==> src/rtl/la_pwrseq.sv <==
// Power-domain switch sequencer: staggers N segment enables, orders retention and
// isolation around the ramp, acks on a level handshake. LA_PWRSEQ_RET_EN enables retention steps.
module la_pwrseq #(
  parameter int    N    = 4,
  parameter int    STEP = 8,
  parameter string PROP = "DEFAULT"
) (
  input  logic         clk,
  input  logic         reset,
  input  logic         req,
  output logic         ack,
  output logic [N-1:0] pwr_en,
  output logic         iso,
  output logic         ret,
  output logic         busy
);

  localparam int CW = $clog2(STEP + 1);

  typedef enum logic [2:0] {
    S_OFF, S_UP, S_WRET, S_WISO, S_ON, S_SAVE, S_DOWN
  } state_t;

`ifdef LA_PWRSEQ_RET_EN
  localparam state_t S_RAMPED  = S_WRET;
  localparam state_t S_RELEASE = S_SAVE;
  localparam logic   RET_RST   = 1'b1;
`else
  localparam state_t S_RAMPED  = S_WISO;
  localparam state_t S_RELEASE = S_DOWN;
  localparam logic   RET_RST   = 1'b0;
`endif

  state_t         r_state, w_state_nxt;
  logic [CW-1:0]  r_cnt, w_cnt_nxt;
  logic [N-1:0]   r_pwr, w_pwr_nxt;
  logic           r_iso, w_iso_nxt;
  logic           r_ret, w_ret_nxt;
  logic           r_ack, w_ack_nxt;
  logic           r_busy, w_busy_nxt;
  logic           w_evt;
  logic [N-1:0]   w_shl;
  logic [N-1:0]   w_shr;

  assign w_evt = (r_cnt == CW'(STEP - 1));
  assign w_shl = (r_pwr << 1) | N'(1);
  assign w_shr = r_pwr >> 1;

  always_ff @(posedge clk) begin
    if (reset) begin
      r_state <= S_OFF;
      r_cnt   <= '0;
      r_pwr   <= '0;
      r_iso   <= 1'b1;
      r_ret   <= RET_RST;
      r_ack   <= 1'b0;
      r_busy  <= 1'b0;
    end else begin
      r_state <= w_state_nxt;
      r_cnt   <= w_cnt_nxt;
      r_pwr   <= w_pwr_nxt;
      r_iso   <= w_iso_nxt;
      r_ret   <= w_ret_nxt;
      r_ack   <= w_ack_nxt;
      r_busy  <= w_busy_nxt;
    end
  end

  // Abort requests take priority over a coincident sequencing event.
  always_comb begin
    w_state_nxt = r_state;
    case (r_state)
      S_OFF:  if (req) w_state_nxt = (w_shl == '1) ? S_RAMPED : S_UP;
      S_UP: begin
        if (!req)      w_state_nxt = S_DOWN;
        else if (w_evt) w_state_nxt = (w_shl == '1) ? S_RAMPED : S_UP;
      end
      S_WRET: begin
        if (!req)      w_state_nxt = S_DOWN;
        else if (w_evt) w_state_nxt = S_WISO;
      end
      S_WISO: begin
        if (!req)      w_state_nxt = S_RELEASE;
        else if (w_evt) w_state_nxt = S_ON;
      end
      S_ON:   if (!req) w_state_nxt = S_RELEASE;
      S_SAVE: if (w_evt) w_state_nxt = S_DOWN;
      S_DOWN: begin
        if (req)                         w_state_nxt = S_UP;
        else if (w_evt && (w_shr == '0)) w_state_nxt = S_OFF;
      end
      default: w_state_nxt = S_OFF;
    endcase
    w_cnt_nxt = ((w_state_nxt != r_state) || w_evt) ? '0 : r_cnt + CW'(1);
  end

  always_comb begin
    w_pwr_nxt  = r_pwr;
    w_iso_nxt  = r_iso;
    w_ret_nxt  = r_ret;
    w_ack_nxt  = r_ack;
    case (r_state)
      S_OFF:  if (req) w_pwr_nxt = w_shl;
      S_UP:   if (req && w_evt) w_pwr_nxt = w_shl;
      S_WRET: if (req && w_evt) w_ret_nxt = 1'b0;
      S_WISO: begin
        if (req && w_evt) begin
          w_iso_nxt = 1'b0;
          w_ack_nxt = 1'b1;
        end
      end
      S_ON: begin
        if (!req) begin
          w_iso_nxt = 1'b1;
          w_ack_nxt = 1'b0;
        end
      end
      S_SAVE: if (w_evt) w_ret_nxt = 1'b1;
      S_DOWN: if (!req && w_evt) w_pwr_nxt = w_shr;
      default: ;
    endcase
    w_busy_nxt = (w_state_nxt != S_OFF) && (w_state_nxt != S_ON);
  end

  assign pwr_en = r_pwr;
  assign iso    = r_iso;
  assign ret    = r_ret;
  assign ack    = r_ack;
  assign busy   = r_busy;

endmodule
==> config.mk <==
export PLATFORM = sky130hd
export DESIGN_NAME = la_pwrseq
export DESIGN_NICKNAME = d
export VERILOG_FILES = /design/src/rtl/la_pwrseq.sv
export SDC_FILE = /design/constraint.sdc
export NUM_CORES = 1
export LEC_CHECK = 0
export CORE_UTILIZATION = 45
export DETAILED_ROUTE_END_ITERATION = 12
export PLACE_DENSITY = 0.67
export SLEW_MARGIN = 15
export SYNTH_ARGS = -nofsm -noshare
export SYNTH_HDL_FRONTEND = slang
export SYNTH_SLANG_ARGS = --single-unit
==> constraint.sdc <==
create_clock -name clk -period 2.2 [get_ports clk]
set_input_delay 0.55 -clock clk [delete_from_list [all_inputs] [get_ports clk]]
set_output_delay 0.55 -clock clk [all_outputs]
set_load 0.02 [all_outputs]
Word-level counts from Yosys, hierarchy flattened
Cells that the tools add are included.
{"block": "classes", "mux": 25, "n_eq_ne": 17, "n_addsub": 1, "n_reduce_logical": 16}
{"op": "two-way mux 3 bit", "count": 11}
{"op": "case mux 3 bit (7 select lines)", "count": 1}
{"op": "inequality test 2 bit (second input constant)", "count": 7}
{"op": "equality test 3 bit (second input constant)", "count": 4}
{"op": "two-way mux 4 bit", "count": 3}
{"op": "case mux 4 bit (3 select lines)", "count": 1}
{"op": "equality test 3 x 2 -> 1 bit (second input constant)", "count": 2}
{"op": "case mux 1 bit (2 select lines)", "count": 3}
{"op": "AND reduction 3 bit", "count": 2}
{"op": "nonzero test 3 bit", "count": 2}
{"op": "two-way mux 1 bit", "count": 5}
{"op": "adder 4 x 1 -> 4 bit (second input constant)", "count": 1}
{"op": "equality test 4 x 3 -> 1 bit (second input constant)", "count": 1}
{"op": "logical AND 1 bit", "count": 4}
{"op": "zero test 4 bit", "count": 1}
{"op": "AND reduction 4 bit", "count": 1}
{"op": "nonzero test 2 bit", "count": 2}
{"op": "equality test 3 x 1 -> 1 bit (second input constant)", "count": 1}
{"op": "zero test 3 bit", "count": 1}
{"op": "inequality test 3 bit", "count": 1}
{"op": "inequality test 3 bit (second input constant)", "count": 1}
{"op": "two-way mux 2 bit", "count": 1}
{"op": "OR reduction 2 bit", "count": 1}
{"op": "zero test 1 bit", "count": 1}
{"op": "logical OR 1 bit", "count": 1}
{"block": "word_totals", "ff_bits": 15, "in_bits": 3, "elab_cells": 66, "out_inout_bits": 8}

Logic depth before layout (Yosys ltp)
{"block": "logic_depth", "depth_word": 8, "ltp_mapped": 6, "depth_no_buf": 6}

Worst setup path after synthesis
OpenSTA, ideal clock, no wires.
{"block": "synth_timing", "kind": "register to register", "start": "register r_cnt[0]", "end": "register r_cnt[0]", "arrival_time_ns": 1.520, "path_buffers": 0, "path_stages_with_launch": 7, "required_time_ns": 2.081, "synth_period_minus_slack_ns": 1.639, "setup_time_ns": 0.119, "slack_ns": 0.561, "path_cell_list": "dfxtp_1 > ha_1 > nand3b_4 > or4_4 > a21oi_2 > o211a_4 > nor4b_2"}
{"block": "synth_via", "elab_chain_cells": 8, "word_cells_on_any_way": 16, "cone_classes": "add/sub: 1; eq/ne: 2; mux: 10; reduce/logical: 3"}
{"element": "start: declaration", "line_no": "35", "rtl": "logic [CW-1:0] r_cnt, w_cnt_nxt;"}
{"element": "start signal: assignment", "line_no": "60", "rtl": "r_cnt <= w_cnt_nxt;"}
{"element": "equality test 4 x 3 -> 1 bit", "line_no": "45", "rtl": "assign w_evt = (r_cnt == CW'(STEP - 1));"}
{"element": "logical AND 1 bit", "line_no": "90", "rtl": "else if (w_evt && (w_shr == '0)) w_state_nxt = S_OFF;"}
{"element": "two-way mux 3 bit", "line_no": "90"}
{"element": "two-way mux 3 bit", "line_no": "89", "rtl": "if (req) w_state_nxt = S_UP;"}
{"element": "case mux 3 bit (7 select lines)", "line_no": "72", "rtl": "case (r_state)"}
{"element": "inequality test 3 bit", "line_no": "94", "rtl": "w_cnt_nxt = ((w_state_nxt != r_state) || w_evt) ? '0 : r_cnt + CW'(1);"}
{"element": "logical OR 1 bit", "line_no": "94"}
{"element": "OR reduction 2 bit (no source line)"}
Several ways; a longest one is shown, not always the timed one.
A chain may end at the register's enable or synchronous reset.

Worst setup path in the final report
{"block": "layout_timing", "start": "register r_pwr[2] (netlist: pwr_en[2])", "end": "output port pwr_en[2]"}
{"element": "start: declaration", "line_no": "36", "rtl": "logic [N-1:0] r_pwr, w_pwr_nxt;"}
{"element": "start signal: assignment", "line_no": "61", "rtl": "r_pwr <= w_pwr_nxt;"}
{"element": "end: declaration", "line_no": "12", "rtl": "output logic [N-1:0] pwr_en,"}
No word-level cell between the ends.

==> flow_summary.ini <==
[outcome]
status = complete, no violations

[placed_design]
gp_congestion = 0.881
io_buffers = 10
dp_hpwl_um = 1300

[sta]
min_period_ps = 1920
max-slew-margin-rel_pct = 68.5
final_hold_viol_count = 0
hold_ws_ps = 486
fin_crit_sh_pct = 87.4
max_freq_ghz = 0.520
grt_setup_unrepaired = false
setup_viol = 0
setup_tns_ps = 0
skew_ps = 4.05
worst_pin_slew_ps = 472
slew_viol_final = 0

[final_layout]
drive_above_1_share_pct = 15.2
area_delta_synth_final_pct = 18.8
antennaDiodeCount = 0
fillCellCount = 177
nets = 117

[pwr]
combPwrFrac_pct = 25.8
vdd_drop_max_uv = 336
pwr-share-seq_pct = 50.1
power_density_nw_per_um2 = 660
netSwitchingFraction_pct = 32.2
p_switching_uw = 210
power.share.clock_pct = 24.1
p_leak_nw = 0.409
power.internal_uw = 442
p_total_uw = 652

[routing]
initialDrtViolationCount = 31
ant_nets = 0
vias = 778
wl_um = 1760
routed_via_density = 5.68
firstDrtPassIters = 5
drc = 0
drt-wirelength-per-cell_um = 12.9

[worst_setup_path]
slowest_stage = clkdlybuf4s50_1
critPathRequiredTime_ps = 1650
end_kind = primary output
crit_buf_inv = 1
cp_cell_sequence = clkdlybuf4s50_1
startpoint = pwr_en[2]
crit_type = flop to primary output
crit_arrival_ps = 1370
critPathTopFamily = buffers and inverters
cp-start-kind = flop
r2r-start = r_cnt[0]
worstPathMaxFanout = 7
slowest_delay_ps = 650

[cts]
htreeDepth = 1
cts_hold_buf = 0
cts_made_buffers = 3
insertion_delay_ps = 280
clk_root_buffer_cell = clkbuf_4
clock_sinks = 15
cts_buffer_depth = 2
cts_resized = 0
path_clk_slew_ps = 90
cts_setup_buffers = 0
cts_tree = built

[synth]
yosys_warnings = 0
synth.net_count = 104
seq_area_frac_synth_pct = 36.1
synth-seq-cells = 15
async_flop_share_pct = 0
synthFlopType = dfxtp_1
synth_edf_count = 0
synthesis.area_um2 = 831
synth_cells = 100
yosysUniqueCellTypes = 38
syn_area_per_cell_um2 = 8.31

[die]
fp.dieH_um = 45.0
die_w_um = 45.0
dieArea_um2 = 2020
initial_core_util_pct = 48.1
fp.coreArea_um2 = 1730
num_rows = 15
io_pins = 11

[global_route]
busiest_layer = met2
grtUsageTotal_pct = 19.3
grtUsageMet1_pct = 25.9
grt_pass1_wl_um = 2850
grt_max_degree = 16
grtUsageMet2_pct = 27.5
antenna_found_initial = 0
grt_pass1_vias = 662
grt_overflow = 0
use_met3_pct = 5.20

[flow_run]
cap_violations = 0

[hold_path]
min_path_type = flop to flop
worstHoldStart = r_cnt[0]
registers in the layout (all words and copies together), names as in the netlist:
register	count
pwr_en	4
busy	1
r_cnt	4
r_state	3
ack	1
iso	1
ret	1
metal layers:
metal | routed length (um) | up-vias
li1 | - | 387
met4 | 45 | 0
met2 | 808 | 28
met3 | 103 | 6
met1 | 804 | 357
met5 | 0 | -
cells in the mapped netlist (2+ instances only):
library cell,number,share of area (%)
dfxtp_1,15,36
a31oi_1,3,2.3
mux2_2,2,2.7
nand3b_1,2,1.8
o21ai_0,6,3.6
nor2b_1,2,1.5
a21oi_2,3,3.2
a21oi_1,7,4.2
mux2i_1,2,2.4
a22oi_1,2,1.8
nand3_1,6,3.6
nor2_1,14,6.3
nand2_1,8,3.6
buf_2,4,2.4
placed cells by master (no fill, tap or decap), drive strengths merged, types with 2 or more instances in the layout:
| cell type | count |
|---|---|
| inv | 2 |
| or2 | 2 |
| nand2 | 8 |
| nand3 | 6 |
| clkbuf | 4 |
| clkdlybuf4s50 | 10 |
| nor2b | 2 |
| a22oi | 2 |
| dfxtp | 15 |
| mux2i | 2 |
| nand3b | 3 |
| nor2 | 14 |
| a31oi | 3 |
| buf | 3 |
| mux2 | 2 |
| a21oi | 10 |
| o21ai | 7 |
metrics by stage:
| stage | utilization [%] | std cells | cell area, um2 | setup slack (ps) |
|---|---|---|---|---|
| final | 57.2 | 137 | 987 | 277 |
| after global routing | 57.2 | 137 | 987 | 209 |
| after CTS | 57.2 | 137 | 987 | 266 |
| after detailed placement | 55.7 | 133 | 961 | 101 |
| after global placement | 55.7 | 133 | 961 | 144 |
| after floorplan | - | 100 | 831 | 561 |
kinds of logic (layout without fill, tap and decap cells):
family	after synthesis	in the layout	synth area share [%]
AOI/OAI and AO/OA	29	29	23.5
xor gates and xnor gates	2	2	2.11
adders and majority gates	1	1	1.51
buffers and inverters	7	19	3.76
DFF	15	15	36.1
muxes	4	4	5.12
and+or+nand+nor	42	42	27.9
area by class of cell:
| cell class | count | area, um2 | share of cell area, % |
|---|---|---|---|
| Clock buffer | 4 | 26.3 | 2.66 |
| Inverter | 2 | 7.51 | 0.760 |
| Multi-Input combinational cell | 78 | 499 | 50.6 |
| Sequential cell | 15 | 300 | 30.4 |
| Tap cell | 25 | 31.3 | 3.17 |
| Timing Repair Buffer | 13 | 123 | 12.4 |
path summary, 6_finish.rpt:
| kind | cells after the start | slack, ps | end |
|---|---|---|---|
| max | 1 | 280 | pwr_en[2] |
| min | 1 | 490 | r_cnt[0] |
| max reg2reg | 6 | 420 | r_cnt[0] |
| min reg2reg | 1 | 490 | r_cnt[0] |
power by group through the flow:
stage	registers (mW)	clock network, mW	logic, mW
floorplan	0.320	0	0.133
global placement	0.332	0	0.164
detailed placement	0.332	0	0.167
CTS	0.325	0.160	0.168
global route	0.330	0.173	0.184
finish	0.327	0.157	0.168
Note: power is estimated with default switching activity, not from simulation.
